$ cat src/rtl/alu_seq_pkg.sv
// Shared types and constants for the ALU operand/result sequencer.
// Width defaults, FSM state encoding and result-register reset values.
package alu_seq_pkg;

    localparam int WIDTH = 8;
    localparam int IDX_W = 3;

    typedef enum logic [1:0] {
        S_IDLE,
        S_EXEC,
        S_HOLD
    } state_e;

    localparam logic RES_CARRY_RST = 1'b0;
    localparam logic RES_LAST_RST  = 1'b0;
    localparam logic RES_ZERO_RST  = 1'b0;
    localparam logic CHAIN_RST     = 1'b0;
    localparam logic ZACC_RST      = 1'b1;

endpackage

$ cat src/rtl/alu_sequencer.sv
// Registers byte operands for the external ALU, captures its result and
// chains carry / zero state across the bytes of a multi-byte word.
module alu_sequencer #(
    parameter int WIDTH = alu_seq_pkg::WIDTH,
    parameter int IDX_W = alu_seq_pkg::IDX_W
) (
    input  logic             clk,
    input  logic             rst,
    input  logic             op_valid,
    output logic             op_ready,
    input  logic [WIDTH-1:0] op_a,
    input  logic [WIDTH-1:0] op_b,
    input  logic             op_en_b,
    input  logic             op_first,
    input  logic             op_cin,
    input  logic             op_last,
    output logic [WIDTH-1:0] alu_a,
    output logic [WIDTH-1:0] alu_b,
    output logic             alu_carry_in,
    output logic             alu_en_b,
    input  logic [WIDTH-1:0] alu_out,
    input  logic             alu_carry_out,
    output logic             res_valid,
    input  logic             res_ready,
    output logic [WIDTH-1:0] res_data,
    output logic             res_carry,
    output logic             res_last,
    output logic             res_zero,
    output logic [IDX_W-1:0] res_idx
);

    import alu_seq_pkg::*;

    localparam logic [IDX_W-1:0] IDX_ONE = {{(IDX_W-1){1'b0}}, 1'b1};

    state_e           state_q, state_d;
    logic [WIDTH-1:0] a_q, a_d;
    logic [WIDTH-1:0] b_q, b_d;
    logic             en_b_q, en_b_d;
    logic             cin_q, cin_d;
    logic             first_q, first_d;
    logic             last_q, last_d;
    logic [IDX_W-1:0] idx_q, idx_d;
    logic             chain_q, chain_d;
    logic             zacc_q, zacc_d;
    logic [WIDTH-1:0] rdata_q, rdata_d;
    logic             rcarry_q, rcarry_d;
    logic             rlast_q, rlast_d;
    logic             rzero_q, rzero_d;
    logic [IDX_W-1:0] ridx_q, ridx_d;
    logic             zero_now;

    always_comb begin
        state_d  = state_q;
        a_d      = a_q;
        b_d      = b_q;
        en_b_d   = en_b_q;
        cin_d    = cin_q;
        first_d  = first_q;
        last_d   = last_q;
        idx_d    = idx_q;
        chain_d  = chain_q;
        zacc_d   = zacc_q;
        rdata_d  = rdata_q;
        rcarry_d = rcarry_q;
        rlast_d  = rlast_q;
        rzero_d  = rzero_q;
        ridx_d   = ridx_q;
        zero_now = 1'b0;
        unique case (state_q)
            S_IDLE: begin
                if (op_valid) begin
                    a_d     = op_a;
                    b_d     = op_b;
                    en_b_d  = op_en_b;
                    cin_d   = op_first ? op_cin : chain_q;
                    first_d = op_first;
                    last_d  = op_last;
                    idx_d   = op_first ? '0 : ridx_q + IDX_ONE;
                    state_d = S_EXEC;
                end
            end
            S_EXEC: begin
                // a word's zero flag covers every byte captured so far
                zero_now = (alu_out == '0) && (first_q || zacc_q);
                rdata_d  = alu_out;
                rcarry_d = alu_carry_out;
                rlast_d  = last_q;
                rzero_d  = zero_now;
                ridx_d   = idx_q;
                chain_d  = last_q ? CHAIN_RST : alu_carry_out;
                zacc_d   = last_q ? ZACC_RST : zero_now;
                state_d  = S_HOLD;
            end
            S_HOLD: begin
                if (res_ready) state_d = S_IDLE;
            end
            default: state_d = S_IDLE;
        endcase
    end

    always_ff @(posedge clk) begin
        if (rst) begin
            state_q  <= S_IDLE;
            a_q      <= '0;
            b_q      <= '0;
            en_b_q   <= 1'b0;
            cin_q    <= 1'b0;
            first_q  <= 1'b0;
            last_q   <= 1'b0;
            idx_q    <= '0;
            chain_q  <= CHAIN_RST;
            zacc_q   <= ZACC_RST;
            rdata_q  <= '0;
            rcarry_q <= RES_CARRY_RST;
            rlast_q  <= RES_LAST_RST;
            rzero_q  <= RES_ZERO_RST;
            ridx_q   <= '0;
        end else begin
            state_q  <= state_d;
            a_q      <= a_d;
            b_q      <= b_d;
            en_b_q   <= en_b_d;
            cin_q    <= cin_d;
            first_q  <= first_d;
            last_q   <= last_d;
            idx_q    <= idx_d;
            chain_q  <= chain_d;
            zacc_q   <= zacc_d;
            rdata_q  <= rdata_d;
            rcarry_q <= rcarry_d;
            rlast_q  <= rlast_d;
            rzero_q  <= rzero_d;
            ridx_q   <= ridx_d;
        end
    end

    assign op_ready     = (state_q == S_IDLE) && !rst;
    assign res_valid    = (state_q == S_HOLD);
    assign alu_a        = a_q;
    assign alu_b        = b_q;
    assign alu_carry_in = cin_q;
    assign alu_en_b     = en_b_q;
    assign res_data     = rdata_q;
    assign res_carry    = rcarry_q;
    assign res_last     = rlast_q;
    assign res_zero     = rzero_q;
    assign res_idx      = ridx_q;

endmodule
$ cat config.mk
export PLATFORM = sky130hd
export DESIGN_NAME = alu_sequencer
export DESIGN_NICKNAME = d
export VERILOG_FILES = /design/src/rtl/alu_seq_pkg.sv /design/src/rtl/alu_sequencer.sv
export SDC_FILE = /design/constraint.sdc
export NUM_CORES = 1
export LEC_CHECK = 0
export ABC_CLOCK_PERIOD_IN_PS = 1550
export CORE_MARGIN = 1
export CORE_UTILIZATION = 40
export DETAILED_ROUTE_END_ITERATION = 16
export MAX_ROUTING_LAYER = met4
export PLACE_DENSITY = 0.78
export REMOVE_ABC_BUFFERS = 1
export SYNTH_ARGS = -nofsm -noshare
export SYNTH_HDL_FRONTEND = slang
export SYNTH_SLANG_ARGS = --single-unit
$ cat constraint.sdc
create_clock -name clk -period 1.55 [get_ports clk]
set_input_delay 0.31 -clock clk [delete_from_list [all_inputs] [get_ports clk]]
set_output_delay 0.31 -clock clk [all_outputs]
set_load 0.01 [all_outputs]
==> results of run 1 <==
==> tightest hold or removal path, stage by stage, from the launching register on <==
cell	delay (ns)
dfxtp_1	0.31
nand2_1	0.05
a21oi_1	0.05
==> timing repair <==
action,CTS,global route
setup buffers,0,0
gates resized for setup,6,3
setup endpoints to repair,4,3
==> cells by family (layout without fill, tap and decap cells) <==
logic type | Yosys count | in the layout | share of synthesized area (%)
compound gates | 41 | 41 | 14.35
xor+xnor | 1 | 1 | 0.5943
fa+ha+maj | 1 | 1 | 0.8488
buf+inv | 13 | 85 | 3.395
flops | 41 | 41 | 55.69
mux | 1 | 1 | 0.6791
simple gates | 85 | 85 | 24.45
==> flip-flops by register name, indices dropped and copies added (netlist names), 2 cells and up <==
name	flops
alu_a	8
alu_b	8
idx_q	3
res_data	8
res_idx	3
state_q	2
==> power by group <==
part / switching [W] / leakage (nW) / internal (W)
registers: 0.0000271 / 0.335 / 0.00111
clock network: 0.000362 / 0.0574 / 0.000523
logic: 0.000156 / 0.520 / 0.000209
total: 0.000545 / 0.913 / 0.00184
==> metal layers <==
metal	vias to the layer above	GRT usage (%)	routed length [um]	share of wire, %
met3	5	6.752	225	6.8
met1	634	22.39	1520	46
met5	-	-	0	0
met2	54	27.58	1502	45
li1	739	-	-	-
met4	0	8.721	55	1.7
==> path summary, 6_finish.rpt <==
| check | depth (start not counted) | slack, ns | from | endpoint |
|---|---|---|---|---|
| worst max-delay path | 1 | 0.06 | res_zero | res_zero |
| worst max register to register | 4 | 0.10 | state_q[1] | idx_q[2] |
| worst min register to register | 2 | 0.45 | res_data[5] | res_data[5] |
| worst min-delay path | 2 | 0.45 | res_data[5] | res_data[5] |
==> layout by cell type, fill, tap and decap left out, types with 2 or more instances in the layout <==
cell	count
nand3b_1	2
clkdlybuf4s50_1	60
clkbuf_8	6
buf_4	11
dlymetal6s2s_1	2
dlygate4sd2_1	3
dfxtp_1	41
nor2b_1	2
or3_1	2
a21oi_1	39
nand2b_1	2
nor4_1	2
nand2_1	69
==> through the flow <==
stage / cell area [um^2] / power, W / hold WS, ns / setup slack (ns)
6_report: 2351 / 0.002385 / 0.4535 / 0.06167
5_1_grt: 2351 / 0.002512 / 0.4720 / 0.002533
4_1_cts: 2351 / 0.002414 / 0.4575 / 0.002428
3_5_place_dp: 2230 / 0.001531 / 0.4452 / -0.3601
3_3_place_gp: 2230 / 0.001528 / 0.4375 / -0.3610
2_1_floorplan: 1424 / 0.001282 / 0.3791 / -0.3944
==> area by class of cell <==
type                            instances  area [um^2]  area share [%]
Sequential cell                        41        820.8           34.91
Timing Repair Buffer                   77        739.5           31.45
Multi-Input combinational cell        129        613.1           26.08
Clock buffer                            6        82.58           3.513
Tap cell                               46        57.56           2.448
Clock inverter                          2        37.54           1.597
==> results summary, run 1 <==
The number of standard cells in the final layout excluding fillers is about 300. The depth of the CTS H-tree came out at 2. The number of register bits inferred by synthesis is 41.

The worst-case clock buffer depth came out at 2. The worst setup path is launched from a flop. The total of warnings raised by yosys came out at 0. The overall die height came out at 62.70 um.

The routed wirelength normalized by instance count came out at roughly 11 um. The total track usage is between 10% and 20%. The number of synthesized flops with an enable pin is 0. The pin slew with the least headroom to its limit came out at between 0.4 and 0.5 ns. The period utilization came out at 96.02%.

The clock-pin transition on the worst setup and hold timing paths came out at roughly 0.08 ns. The cell at the root of the clock tree is clkbuf_8. The count of inserted antenna diode cells is 0. Row generation in the floorplan step produced 21 rows. The distinct cell type count of the synthesized netlist came out at 21.

The final net count came out at around 290. The largest stage delay on the critical path came out at about 0.54 ns. The total global routing overflow came out at 0. The number of iterations in the first detailed-routing pass is 4. Sorting the synthesized cells by how often they occur yields nand2_1, dfxtp_1, a21oi_1.

The maximum fanout along the worst path came out at 2. The number of hold buffers added after CTS was 0. The total clock buffers created by CTS came out at 5. The critical path start-end classification is reg -> out.

The leakage power of the design came out at between 0.9 and 1 nW. The routed design has approximately 3.3 mm of wire. The cell count after synthesis came out at between 150 and 200.

The share of cells above drive strength 1 is 8.627%. The post-synthesis average cell area came out at between 8 and 9 um^2. Cells fill slightly below 70% of the core in the end. By area the synthesized netlist is led by dfxtp_1, nand2_1, a21oi_1. Setup repair after global routing left no endpoint under its margin. For the worst setup path, the data arrival time is approximately 1.2 ns. Traced cell by cell, the critical path runs through clkdlybuf4s50_1. The number of nets with antenna violations after routing is 0.

Adding up every negative setup slack in the final design gives 0 ns. The count of boundary I/O pins came out at 67. The worst slew slack as a fraction of its limit is between 70% and 80%.

The via total after detailed routing is roughly 1400. The clock skew after layout is about 0.0099 ns. The final critical path time including I/O delays and setup came out at 1.488 ns.

The number of violations reported at the end of detailed-routing iteration 0 is 41. The initial utilization of the core area, before any placement, comes to a little over two fifths. The post-DP HPWL is ~2.3 mm. In the synthesized netlist the dominant register cell turns out to be dfxtp_1. The clock latency on the worst-skew pair came out at approximately 0.29 ns. The top cell type's share of synthesized area came out at a little under three fifths. Among all stages on the critical path, the largest delay is contributed by clkdlybuf4s50_1. The number of antenna violations at the first check in global routing came out at 0. The mean number of vias per cell is approximately 4.8. The most common cell in the synthesized netlist is nand2_1. On the critical path the largest part of the delay comes from buffers and inverters. Fill cells in the final layout number 302. The final setup violation count is 0. After synthesis, flip-flops and latches occupy between 50% and 60% of the total area.

The highest ir drop seen on vdd is just under 0.7 mV. The weighted congestion reported at the end of routability-driven placement came out at 0.6908. The count of endpoints failing hold in the final timing report came out at 0. Relative to the synthesized area, the layout overhead comes to 59.51%.

TritonCTS built the clock tree. The total power divided by cell area came out at around 1000 mW/mm^2. The number of port buffers came out at 66.

Summed over all instances, the cell type with the most area after synthesis is dfxtp_1. The horizontal die dimension came out at between 60 and 70 um. Counting flops with an async set or reset pin after synthesis yields a share of 0%. The total buffers and inverters traversed by the critical path is 1. The kind of path behind the tightest hold check is reg -> reg. The via count of the first global-routing pass is ~1300. The remaining routing DRC violations came out at 0.

The max-slew violation count is 0. The summed instance area of the synthesized netlist is 0.001474 mm^2. The worst setup path is captured at an output pin.

The largest net degree at the start of global routing came out at 41. The wire length of the first global-routing pass is 5.457 mm. The clock sink count came out at 41. The flow ran to the end, and the final reports show no timing, DRC or antenna violations.

The full die area came out at 0.003931 mm^2. The number of placed instances with taps included is ~290. The number of maximum-capacitance constraint violations is 0. Static timing analysis puts the maximum clock frequency at about 670 MHz.

Data on the critical path is required at its endpoint by between 1 and 1.5 ns. The standard cell core area is between 0.003 and 0.004 mm^2.
Note: power is estimated with default switching activity, not from simulation.
==> inputs of run 2 (changes only) <==
--- a/config.mk
+++ b/config.mk
@@ -5,7 +5,6 @@
 export SDC_FILE = /design/constraint.sdc
 export NUM_CORES = 1
 export LEC_CHECK = 0
-export ABC_CLOCK_PERIOD_IN_PS = 1550
 export CORE_MARGIN = 1
 export CORE_UTILIZATION = 40
 export DETAILED_ROUTE_END_ITERATION = 16
==> results of run 2 <==
Final layout, timing and power as in run 1 (identical DEF).
==> inputs of run 3 (changes only) <==
--- a/config.mk
+++ b/config.mk
@@ -9,7 +9,7 @@
 export CORE_UTILIZATION = 40
 export DETAILED_ROUTE_END_ITERATION = 16
 export MAX_ROUTING_LAYER = met4
-export PLACE_DENSITY = 0.78
+export PLACE_DENSITY = 0.83
 export REMOVE_ABC_BUFFERS = 1
 export SYNTH_ARGS = -nofsm -noshare
 export SYNTH_HDL_FRONTEND = slang
==> run 3 against run 2 <==
- die area is the same
- first-iteration DRC count down 20%
- critical path type unchanged
- highest routed layer unchanged
- setup slack better by 0.0045 ns
- power shrank 9.5%
- critical path depth is the same
- largest power group unchanged
==> results summary, run 3 (same netlist as run 1, synthesis figures left out) <==
The pin slew with the least headroom to its limit is 0.4134 ns (+0.005623 ns). The kind of end point of the critical path is an output pin. The library cell used most frequently in the layout, excluding fill and tap cells, is nand2_1. The endpoint required time on the critical path came to 1.24 ns (about the same).

The number of maximum-capacitance constraint violations came out at 0 (unchanged). The total power divided by cell area is 929.7 mW/mm^2 (-8.4%). The worst reg-to-reg setup slack came to 0.09 ns (about the same). The highest clock frequency the design can meet was 673.9 MHz (+0.30%). The largest stage delay on the critical path came to 0.54 ns (about the same). In this run the critical register-to-register path is launched from state_q[1]. The total clock buffers created by CTS is 5 (unchanged). The total of fill cells in the finished design was 305 (+0.99%). The signed area change from the synthesized netlist to the final layout is 57.47%. The highest ir drop seen on vdd came out at 0.8867 mV (+31%). Walking the worst path, the cells encountered are clkdlybuf4s50_1. The via total after detailed routing came out at 1450 (+1.3%). The routed wirelength normalized by instance count is 11.90 um (+8.5%). The starting density of the core came out at 42.82% (unchanged). The internal power was 0.001630 W (-11%).

The sequential power share came out at 52.6% (+5.0 points). The clock latency on the worst-skew pair came out at 0.28 ns (about the same). The depth of the CTS H-tree is 2 (unchanged). The share of cells above drive strength 1 is 8.235% (-0.39 points). The final core utilization was 67.43% (-0.87 points).

The portion of total power attributed to combinational logic is 17.2% (+1.9 points). The post-DP HPWL is 2.470 mm (+6.1%). The final setup violation count was 0 (unchanged). The period utilization is 95.73% (-0.29 points). The pre-CTS setup slack is -0.3574 ns (+0.002697 ns). The remaining routing DRC violations came out at 0 (unchanged).

The number of antenna violations at the first check in global routing came out at 0 (unchanged). The count of boundary I/O pins is 67 (unchanged). The critical path start-end classification is reg -> out.

The cell count along the critical path came out at 1 (unchanged). The flow ran to the end, and the final reports show no timing, DRC or antenna violations. The count of endpoints failing hold in the final timing report is 0 (unchanged). The worst-case clock buffer depth is 2 (unchanged). In this run the critical register-to-register path is captured at idx_q[2]. The net load switching power was 0.0005281 W (-3.1%).

The number of iterations in the first detailed-routing pass is 4 (unchanged). The number of cells on the worst reg-to-reg path is 4 (unchanged). The minimum hold slack was 0.4515 ns (-0.001999 ns). Setup repair after global routing left no endpoint under its margin. STA classifies the critical path startpoint as a flop. The kind of cell adding the most delay to the critical path is buffers and inverters. The number of violations reported at the end of detailed-routing iteration 0 is 33 (-20%).

The horizontal die dimension is 62.70 um (unchanged). The total length of routed wires was 3.583 mm (+8.5%). The number of port buffers came out at 66 (unchanged). The leakage power of the design was 0.9199 nW (+0.77%). The final net count came to 288 (unchanged). The weighted congestion reported at the end of routability-driven placement came to 0.7099 (+2.8%).

The critical path data arrival time came out at 1.17 ns (about the same). The part of the total power dissipated in the clock network is 30.1% (-7.0 points). The max-slew violation count came out at 0 (unchanged). The final critical path time including I/O delays and setup came out at 1.484 ns (-0.004495 ns).

TritonCTS built the clock tree. The total track usage is 20.00% (+1.4 points). The via count of the first global-routing pass is 1437 (+15%). The overall die height is 62.70 um (unchanged). The clock sink count was 41 (unchanged). The worst hold path terminates at state_q[0]. CTS placed an instance of clkbuf_8 at the clock tree root. The post-CTS repair timing setup buffer count is 0 (unchanged). The worst slew slack as a fraction of its limit is 72.44% (-0.37 points). The worst-case setup margin in the final layout came out at 0.06616 ns (+0.004495 ns). The full die area is 0.003931 mm^2 (unchanged). The clock-pin transition on the worst setup and hold timing paths is 0.07 ns (about the same). The top cell types in the final layout, fill and taps aside, are nand2_1, clkdlybuf4s50_1, dfxtp_1, a21oi_1, buf_4.

In this run the most critical hold path is launched from rst. On the critical path, the stage with the largest delay is an instance of clkdlybuf4s50_1. The total number of placement rows is 21 (unchanged). The wire length of the first global-routing pass came out at 5.975 mm (+9.5%). The number of nets with antenna violations after routing was 0 (unchanged). The kind of path behind the tightest hold check is in -> reg. The clock skew after layout came to 0.006329 ns (-0.003556 ns).

The largest net degree at the start of global routing was 41 (unchanged). The count of inserted antenna diode cells came out at 0 (unchanged). The fraction of power spent switching nets came to 24.47% (+1.6 points). The standard cell core area was 0.003442 mm^2 (unchanged).

The maximum fanout along the worst path came to 2 (unchanged). The worst hold path stage count came out at 3 (+1). The total buffers and inverters traversed by the critical path came out at 1 (unchanged).

The total global routing overflow came out at 0 (unchanged). The mean number of vias per cell came out at 4.817 (+1.3%).
-- run 3: cell types whose count changed in the layout (fill, tap and decap cells not counted) --
cell / change
clkinv_2: +2
clkbuf_1: +1
bufinv_16: -1
clkinvlp_4: -1
dlygate4sd2_1: -2
clkbuf_8: -1
dlymetal6s2s_1: +2
-- run 3: power groups by stage --
stage,registers (W),logic (W),clock network [W]
finish,0.00114,0.000371,0.000650
global route,0.00114,0.000406,0.000722
CTS,0.00114,0.000377,0.000675
detailed placement,0.00116,0.000374,0
global placement,0.00116,0.000370,0
floorplan,0.00118,0.000103,0
-- run 3: worst max-delay path by stage --
| stage | startpoint | endpoint | slack (ns) |
|---|---|---|---|
| 2_1_floorplan | state_q[1] | alu_carry_in | -0.39 |
| 4_1_cts | res_idx[0] | res_idx[0] | 0.0009 |
| 3_3_place_gp | rst | op_ready | -0.36 |
| 5_1_grt | res_data[5] | res_data[5] | 0.02 |
| 6_report | res_data[0] | res_data[0] | 0.07 |
| 3_5_place_dp | rst | op_ready | -0.36 |
-- run 3: layout make-up --
type / instances / area (um^2) / area share [%]
Multi-Input combinational cell: 129 / 613.1 / 26.42
Clock inverter: 2 / 10.01 / 0.4313
Tap cell: 46 / 57.56 / 2.480
Sequential cell: 41 / 820.8 / 35.36
Clock buffer: 6 / 72.57 / 3.127
Timing Repair Buffer: 77 / 747.0 / 32.18
-- run 3: metrics by stage --
stage               setup TNS [ns]  cells  instance area, um^2  total power, W
floorplan                   -7.381    170                 1424        0.001282
global placement            -2.834    293                 2230        0.001527
detailed placement          -2.981    293                 2230        0.001534
CTS                              0    301                 2316        0.002187
global route                     0    301                 2321        0.002270
finish                           0    301                 2321        0.002158
-- run 3: timing repair --
item / 4_1_cts / 5_1_grt
cloned: 0 / 0
pin swaps: 0 / 1
hold buffers: 0 / 0
gates resized for setup: 4 / 5
endpoints found under the setup margin: 2 / 4
-- run 3: per-layer routing --
metal  vias to the layer above  track usage (%)  share of wire (%)
met1                       659            21.44                 44
li1                        739                -                  -
met2                        48            34.51                 49
met5                         -                -                  0
met4                         0            8.721                1.2
met3                         4            5.292                5.5
